**src/rtl/logic_pipe.sv**
```systemverilog
// Registered bitwise logic unit: eight selectable two-operand operations with a
// valid/ready output stage and a multi-beat accumulate (reduction) mode.
module logic_pipe #(
    parameter int WIDTH = 32,
    parameter int CNTW  = 8
) (
    input  logic             Clk,
    input  logic             Rst,
    input  logic             InValid,
    output logic             InReady,
    input  logic [WIDTH-1:0] A,
    input  logic [WIDTH-1:0] B,
    input  logic [2:0]       Op,
    input  logic             Accum,
    input  logic             Last,
    output logic             OutValid,
    input  logic             OutReady,
    output logic [WIDTH-1:0] Result,
    output logic             Zero,
    output logic [CNTW-1:0]  Count
);

    typedef enum logic {IDLE, ACCUM} state_t;

    state_t           state_q, state_d;
    logic [WIDTH-1:0] acc_p0, acc_d;
    logic [CNTW-1:0]  cnt_p0, cnt_d;

    logic             vld_p1;
    logic [WIDTH-1:0] res_p1;
    logic             zero_p1;
    logic [CNTW-1:0]  cnt_p1;

    logic             accept;
    logic             emit;
    logic [WIDTH-1:0] res_d;
    logic [CNTW-1:0]  cnto_d;
    logic [WIDTH-1:0] fold;
    logic [CNTW-1:0]  cnt_inc;

    function automatic logic [WIDTH-1:0] logic_op(input logic [2:0] op,
                                                  input logic [WIDTH-1:0] x,
                                                  input logic [WIDTH-1:0] y);
        logic [WIDTH-1:0] r;
        case (op)
            3'd0:    r = x & y;
            3'd1:    r = x | y;
            3'd2:    r = x ^ y;
            3'd3:    r = ~(x | y);
            3'd4:    r = x & ~y;
            3'd5:    r = ~(x & y);
            3'd6:    r = ~(x ^ y);
            default: r = x;
        endcase
        return r;
    endfunction

    // Beat counter sticks at all-ones instead of wrapping on very long bursts.
    function automatic logic [CNTW-1:0] sat_inc(input logic [CNTW-1:0] c);
        return (&c) ? c : c + CNTW'(1);
    endfunction

    // Non-emitting beats also need a free output slot, keeping acceptance uniform.
    assign InReady = ~vld_p1 | OutReady;
    assign accept  = InValid & InReady;
    assign fold    = logic_op(Op, acc_p0, A);
    assign cnt_inc = sat_inc(cnt_p0);

    always_comb begin
        state_d = state_q;
        acc_d   = acc_p0;
        cnt_d   = cnt_p0;
        emit    = 1'b0;
        res_d   = res_p1;
        cnto_d  = cnt_p1;
        if (accept) begin
            case (state_q)
                IDLE: begin
                    if (!Accum) begin
                        emit   = 1'b1;
                        res_d  = logic_op(Op, A, B);
                        cnto_d = CNTW'(1);
                    end else if (Last) begin
                        emit   = 1'b1;
                        res_d  = A;
                        cnto_d = CNTW'(1);
                    end else begin
                        acc_d   = A;
                        cnt_d   = CNTW'(1);
                        state_d = ACCUM;
                    end
                end
                default: begin
                    if (Last) begin
                        emit    = 1'b1;
                        res_d   = fold;
                        cnto_d  = cnt_inc;
                        state_d = IDLE;
                    end else begin
                        acc_d = fold;
                        cnt_d = cnt_inc;
                    end
                end
            endcase
        end
    end

    // Stage p0: accumulator and burst state
    always_ff @(posedge Clk) begin
        if (Rst) begin
            state_q <= IDLE;
            acc_p0  <= '0;
            cnt_p0  <= '0;
        end else begin
            state_q <= state_d;
            acc_p0  <= acc_d;
            cnt_p0  <= cnt_d;
        end
    end

    // Stage p1: output register, held while the consumer stalls
    always_ff @(posedge Clk) begin
        if (Rst) begin
            vld_p1  <= 1'b0;
            res_p1  <= '0;
            zero_p1 <= 1'b1;
            cnt_p1  <= '0;
        end else if (emit) begin
            vld_p1  <= 1'b1;
            res_p1  <= res_d;
            zero_p1 <= (res_d == '0);
            cnt_p1  <= cnto_d;
        end else if (OutReady) begin
            vld_p1  <= 1'b0;
        end
    end

    assign OutValid = vld_p1;
    assign Result   = res_p1;
    assign Zero     = zero_p1;
    assign Count    = cnt_p1;

endmodule

```
**config.mk**
```make
export PLATFORM = sky130hd
export DESIGN_NAME = logic_pipe
export DESIGN_NICKNAME = d
export VERILOG_FILES = /design/src/rtl/logic_pipe.sv
export SDC_FILE = /design/constraint.sdc
export NUM_CORES = 1
export LEC_CHECK = 0
export ABC_AREA = 1
export BUFFER_PORTS_ARGS = -buffer_cell sky130_fd_sc_hd__buf_2
export CAP_MARGIN = 10
export CORE_MARGIN = 2
export CORE_UTILIZATION = 30
export DETAILED_ROUTE_END_ITERATION = 7
export HOLD_SLACK_MARGIN = 0.06
export PLACE_DENSITY = 0.57
export SLEW_MARGIN = 40
export SYNTH_ARGS = -nofsm -noshare
export SYNTH_HDL_FRONTEND = slang
export SYNTH_SLANG_ARGS = --single-unit
```
**constraint.sdc**
```tcl
create_clock -name Clk -period 2.6 [get_ports Clk]
set_input_delay 0.39 -clock Clk [delete_from_list [all_inputs] [get_ports Clk]]
set_output_delay 0.39 -clock Clk [all_outputs]
set_load 0.02 [all_outputs]
```
== After elaboration in Yosys (flattened, before gate mapping) ==
Cells that the tools add are included.
Word-level totals
  bits in registers: 83
  output and inout bits: 43
Operators by class
  mux-type cells: 29
  eq/ne operators: 8
  bitwise gates (word level): 20
  $add $sub $neg: 1
  reductions and logical operators: 7
Operator list (number)
  $pmux 32 s7: 2
  $mux 32: 9
  $not 32->32: 8
  $and 32x32->32: 4
  $mux 8: 9
  $or 32x32->32: 2
  $xor 32x32->32: 2
  $logic_not 32->1: 1
  $eq 3x3->1 const B: 3
  $mux 1: 9
  $add 8x1->8 const B: 1
  $reduce_and 8->1: 1
  $eq 3x2->1 const B: 2
  $reduce_and 4->1: 1
  $reduce_bool 2->1: 2
  $eq 3x1->1 const B: 1
  $logic_not 3->1: 1
  $reduce_and 3->1: 1
  $ne 2x1->1 const B: 1
  $ne 2x2->1 const B: 1
  $not 1->1: 2
  $and 1x1->1: 1
  $or 1x1->1: 1

== Depth between registers and ports, before layout ==
  depth in word-level cells: 7
  depth in mapped cells: 17
  gate-level depth less buffers: 17

== Worst setup path after synthesis ==
Ideal clock, no wire load.
  kind: in2reg
  start point: in Op[1]
  end point: reg zero_p1 (netlist: Zero)
  stages: 15
  arrival time: 1.865 ns
  setup time: 0.059 ns
  buffers on the path: 2
  slack: 0.676 ns
  required time: 2.541 ns
  cells stage by stage: buf_2 nand3_1 nand2_1 o21ai_1 clkbuf_1 nor2_1 a21oi_1 nand2_1 nor2_1 nand2_1 nand2_1 nand3_1 nor2_1 nand2_1 nand2_1
On the way
  cells in the longest elaborated chain, start to end: 6
RTL lines
  start, declared: RTL line 13  | input logic [2:0] Op,
  $eq 3x3->1, or another cell as far along: RTL line 45  | case (op)
  $pmux 32 s7: RTL line 45
  $mux 32 (on tied branches): RTL line 79, 94
  $mux 32 *: RTL line 77  | case (state_q)
  $mux 32 *: RTL line 76  | if (accept) begin
  $logic_not 32->1 *: RTL line 131  | zero_p1 <= (res_d == '0);
  end signal, assigned: RTL line 131
  end, declared: RTL line 31  | logic zero_p1;
Mark *: on every way between the ends. The rest lies on a longest branch, timed or not.
A chain may end at the register's enable or synchronous reset.

== Worst setup path after layout ==
  start point: reg state_q
  end point: reg cnt_p1[5] (netlist: Count[5])
On the way
  cells in the longest elaborated chain, start to end: 3
RTL lines
  start, declared: RTL line 25  | state_t state_q, state_d;
  start signal, assigned: RTL line 115  | state_q <= state_d;
  $mux 1: RTL line 77
  $mux 1: RTL line 76
  $reduce_and 4->1 (no source line)
  end signal, assigned: RTL line 132  | cnt_p1 <= cnto_d;
  end, declared: RTL line 32  | logic [CNTW-1:0] cnt_p1;
Parallel ways exist; a longest one is shown, timed or not.

==> results.txt <==
----------------------------------------------------
[Outcome]
  Result of the run ... completed

[Finish]
  Sequential cell area ... 1662 sq um
  Nets ... 2,247
  Final design area excluding fillers ... 12,840 sq um
  Post-route core utilization ... 36.18%
  Combined area of the multi-input logic cells ... 7955 sq um
  Fraction of final layout cells with drive strength greater than 1 ... 12.59%
  Area added between synthesis and finish ... 18.82%
  Ant. Diodes ... 0
  Number of fillers in the final layout ... 3,833

[Placement]
  Final weighted congestion in routability-driven placement ... 0.8756
  Half-perimeter wire length after detailed placement ... 30,400 um
  Count of port buffers added during placement ... 115
  Post-Place Cell Area ... 12,530 sq um

[Timing]
  Endpoints failing setup ... 0
  Maximum clock frequency ... 427.9 MHz
  Share of the clock period used by the worst path after layout ... 89.88%
  Number of max-slew violations in the final report ... 0
  Final hold violation count ... 0
  Actual slew at the worst max-slew pin ... 0.6282 ns
  Sum of negative setup slack ... 0 ns
  RSZ-0062 raised after global routing ... false
  Slew headroom ... 58.07%
  Worst clock skew ... 0.01739 ns
  Final-layout worst hold slack ... 0.3343 ns
  Minimum clock period ... 2.337 ns

[Pwr]
  Worst voltage drop across the vdd grid ... 320.9 uV
  Power Density ... 360.5 nW/um^2
  Fraction of power spent switching nets ... 40.91%
  Reported leakage power ... 0.006976 uW
  Sw power ... 1894 uW
  Clock power frac ... 31.0%
  Int Power ... 2735 uW
  Total power of the final layout ... 4629 uW
  Combinational cell fraction of total power ... 38.4%
  Sequential fraction of design power ... 30.6%

[Detailed routing]
  Average via count per standard cell ... 5.074
  Number of search-and-repair iterations in the first detailed-routing pass ... 6
  Routed wire length per instance ... 17.01 um
  Residual DRC count ... 0
  Detailed-route via count ... 12,420
  Violation count after the first detailed-route iteration ... 1,063
  DRT antenna net count ... 0
  Total routed wirelength ... 41,630 um

[Die]
  Initial cell density of the core ... 30.45%
  Number of primary I/O pins ... 116
  DIE AREA ... 37,550 sq um
  Width of the die ... 193.8 um
  Height of the chip ... 193.8 um
  Number of core rows ... 69
  Floorplan core area ... 35,480 sq um

[Yosys]
  Number of flip-flops and latches in the synthesized netlist ... 83
  Number of distinct library cells after synthesis ... 29
  Most used flip-flop cell after synthesis ... sky130_fd_sc_hd__dfxtp_1
  Area of the mapped netlist ... 10,810 sq um
  Post-synthesis net count ... 2,120
  Cell count after synthesis ... 1,854
  Sequential-to-total area share from yosys stat ... 15.38%
  Mean post-synth cell area ... 5.828 sq um
  Count of flip-flops with a built-in enable after synthesis ... 0
  Total of warnings raised by yosys ... 0
  Fraction of registers with async set or reset after synthesis ... 0%

[CTS]
  Max H-tree Level ... 3
  Clock tree from TritonCTS ... done
  Latest clock arrival within the worst-skew pair ... 0.37 ns
  CTS buffer count ... 9
  Maximum count of clock buffers along a single path ... 2
  # clock sinks ... 83
  Clock root buffer master ... sky130_fd_sc_hd__clkbuf_16
  Clock transition time at the flip-flop clock pins of the worst setup and hold paths ... 0.08 ns
  Hold buffer count at CTS ... 0

[Setup path]
  Cells along the critical path ... clkinv_2 -> a21oi_1 -> nor2_1 -> inv_1 -> nor2_1 -> buf_4 -> inv_1 -> o21ai_0
  Critical Path Start ... state_q
  Stage delay of the slowest cell on the critical path ... 0.42 ns
  Source of the worst register-to-register timing path ... state_q
  Type of origin of the critical path ... register
  Worst endpoint required time ... 2.83 ns
  Data arrival time at the worst-slack endpoint ... 2.57 ns
  Maximum fanout encountered on the critical timing path ... 15
  Critical path type ... reg -> reg
  Kind of end point of the critical path ... register
  Slowest cell on crit path ... sky130_fd_sc_hd__a21oi_1

[Job]
  Number of maximum-capacitance violations ... 0

[GRT]
  Largest net degree at the start of global routing ... 81
  Vias in the first global route ... 12,010
  Initial antenna violation count ... 1
  Wire length of the first global-routing pass ... 65,930 um
  Total routing resource utilization after global routing ... 22.03%
  Global-route congestion overflow total ... 0

[Hold path]
  Start point of the worst hold path ... OutReady
  Worst min-delay path class ... in -> reg

----------------------------------------------------
[worst max-delay path: cells and delay by family (launching register included)]
family                 cells  cell delay, ns
AO/OA/AOI/OAI              2            0.59
AND/OR/NAND/NOR            2            0.27
buffers and inverters      4            1.00
flip-flops                 1            0.36
[per-layer routing]
| metal | GRT usage (%) | vias to the layer above | wire (um) |
|---|---|---|---|
| met4 | 8.595 | 2 | 1426 |
| met5 | 0 | - | 7 |
| li1 | - | 6170 | - |
| met2 | 37.58 | 453 | 19300 |
| met3 | 2.870 | 79 | 2693 |
| met1 | 28.13 | 5712 | 18200 |
[cells by family (layout without fill, tap and decap cells)]
kind of cell / Yosys count / after routing / synth area share [%]
fa+ha+maj: 193 / 193 / 22.35
flops: 83 / 83 / 15.38
simple gates: 1034 / 1034 / 39.67
compound gates: 225 / 225 / 11.27
xor+xnor: 1 / 1 / 0.08107
buf+inv: 318 / 450 / 11.26
[power by group through the flow]
stage | combinational (uW) | clock [uW] | sequential (uW)
floorplan | 978 | 0 | 1480
global placement | 1730 | 0 | 1450
detailed placement | 1750 | 0 | 1450
CTS | 1760 | 1470 | 1420
global route | 1980 | 1510 | 1430
finish | 1780 | 1440 | 1420
[per-stage QoR]
stage,worst slack (ns),std cells
after floorplan,0.6759,1854
after global placement,-0.02042,2431
after detailed placement,0.02459,2431
after CTS,0.2885,2447
after global routing,0.1332,2447
final,0.2630,2447
[synthesized netlist by cell type (2+ instances only)]
| master | n | share of area (%) |
|---|---|---|
| sky130_fd_sc_hd__clkbuf_1 | 69 | 2.4 |
| sky130_fd_sc_hd__dfxtp_1 | 83 | 15 |
| sky130_fd_sc_hd__a22oi_1 | 13 | 0.90 |
| sky130_fd_sc_hd__inv_1 | 208 | 7.2 |
| sky130_fd_sc_hd__or2_2 | 2 | 0.12 |
| sky130_fd_sc_hd__o211ai_1 | 2 | 0.14 |
| sky130_fd_sc_hd__ha_1 | 193 | 22 |
| sky130_fd_sc_hd__o21ai_1 | 12 | 0.56 |
| sky130_fd_sc_hd__o21ai_0 | 122 | 5.7 |
| sky130_fd_sc_hd__nand4_1 | 22 | 1.3 |
| sky130_fd_sc_hd__nand3b_1 | 19 | 1.3 |
| sky130_fd_sc_hd__nand3_1 | 193 | 8.9 |
| sky130_fd_sc_hd__nor2_1 | 246 | 8.5 |
| sky130_fd_sc_hd__a21oi_1 | 35 | 1.6 |
| sky130_fd_sc_hd__inv_2 | 6 | 0.21 |
| sky130_fd_sc_hd__o22ai_1 | 7 | 0.41 |
| sky130_fd_sc_hd__a31oi_1 | 32 | 1.9 |
| sky130_fd_sc_hd__clkinv_1 | 2 | 0.070 |
| sky130_fd_sc_hd__nor2_2 | 3 | 0.17 |
| sky130_fd_sc_hd__nand2_1 | 535 | 19 |
| sky130_fd_sc_hd__buf_2 | 18 | 0.83 |
| sky130_fd_sc_hd__buf_1 | 15 | 0.52 |
| sky130_fd_sc_hd__nor3_1 | 11 | 0.51 |
[cell usage in the layout (no fill, tap or decap), types with 4 or more instances in the layout]
cell type / count
sky130_fd_sc_hd__dfxtp_1: 83
sky130_fd_sc_hd__inv_2: 6
sky130_fd_sc_hd__o21ai_1: 12
sky130_fd_sc_hd__o22ai_1: 7
sky130_fd_sc_hd__nor2_1: 243
sky130_fd_sc_hd__nand3_1: 193
sky130_fd_sc_hd__buf_4: 89
sky130_fd_sc_hd__a22oi_1: 13
sky130_fd_sc_hd__nand2_1: 535
sky130_fd_sc_hd__buf_12: 14
sky130_fd_sc_hd__nor3_1: 11
sky130_fd_sc_hd__ha_1: 193
sky130_fd_sc_hd__nor2_4: 4
sky130_fd_sc_hd__a31oi_1: 32
sky130_fd_sc_hd__nand4_1: 22
sky130_fd_sc_hd__inv_1: 208
sky130_fd_sc_hd__clkbuf_16: 9
sky130_fd_sc_hd__nand3b_1: 19
sky130_fd_sc_hd__buf_2: 115
sky130_fd_sc_hd__a21oi_1: 35
sky130_fd_sc_hd__o21ai_0: 122
[registers in the layout (all words and copies together), names as in the netlist]
signal	flops
OutValid	1
acc_p0	32
state_q	1
Count	8
Zero	1
cnt_p0	8
Result	32
[cell type report]
cell class                      count  share of cell area [%]
Sequential cell                    83                   12.94
Tap cell                          461                   4.493
Multi-Input combinational cell   1453                   61.96
Clock buffer                        9                   1.754
Timing Repair Buffer              218                   11.87
Clock inverter                      7                  0.6530
Inverter                          216                   6.325
[what timing repair did]
item / 4_1_cts / 5_1_grt
buffers inserted: 0 / 0
endpoints found under the setup margin: 3 / 0
gates resized for setup: 1 / 0
[worst paths after layout]
kind | end | slack [ns] | cells after the start
setup reg to reg | Count[5] | 0.26 | 8
setup / recovery | Count[5] | 0.26 | 8
hold / removal | OutValid | 0.33 | 4
hold reg to reg | Result[28] | 0.47 | 2
Note: power is estimated with default switching activity, not from simulation.
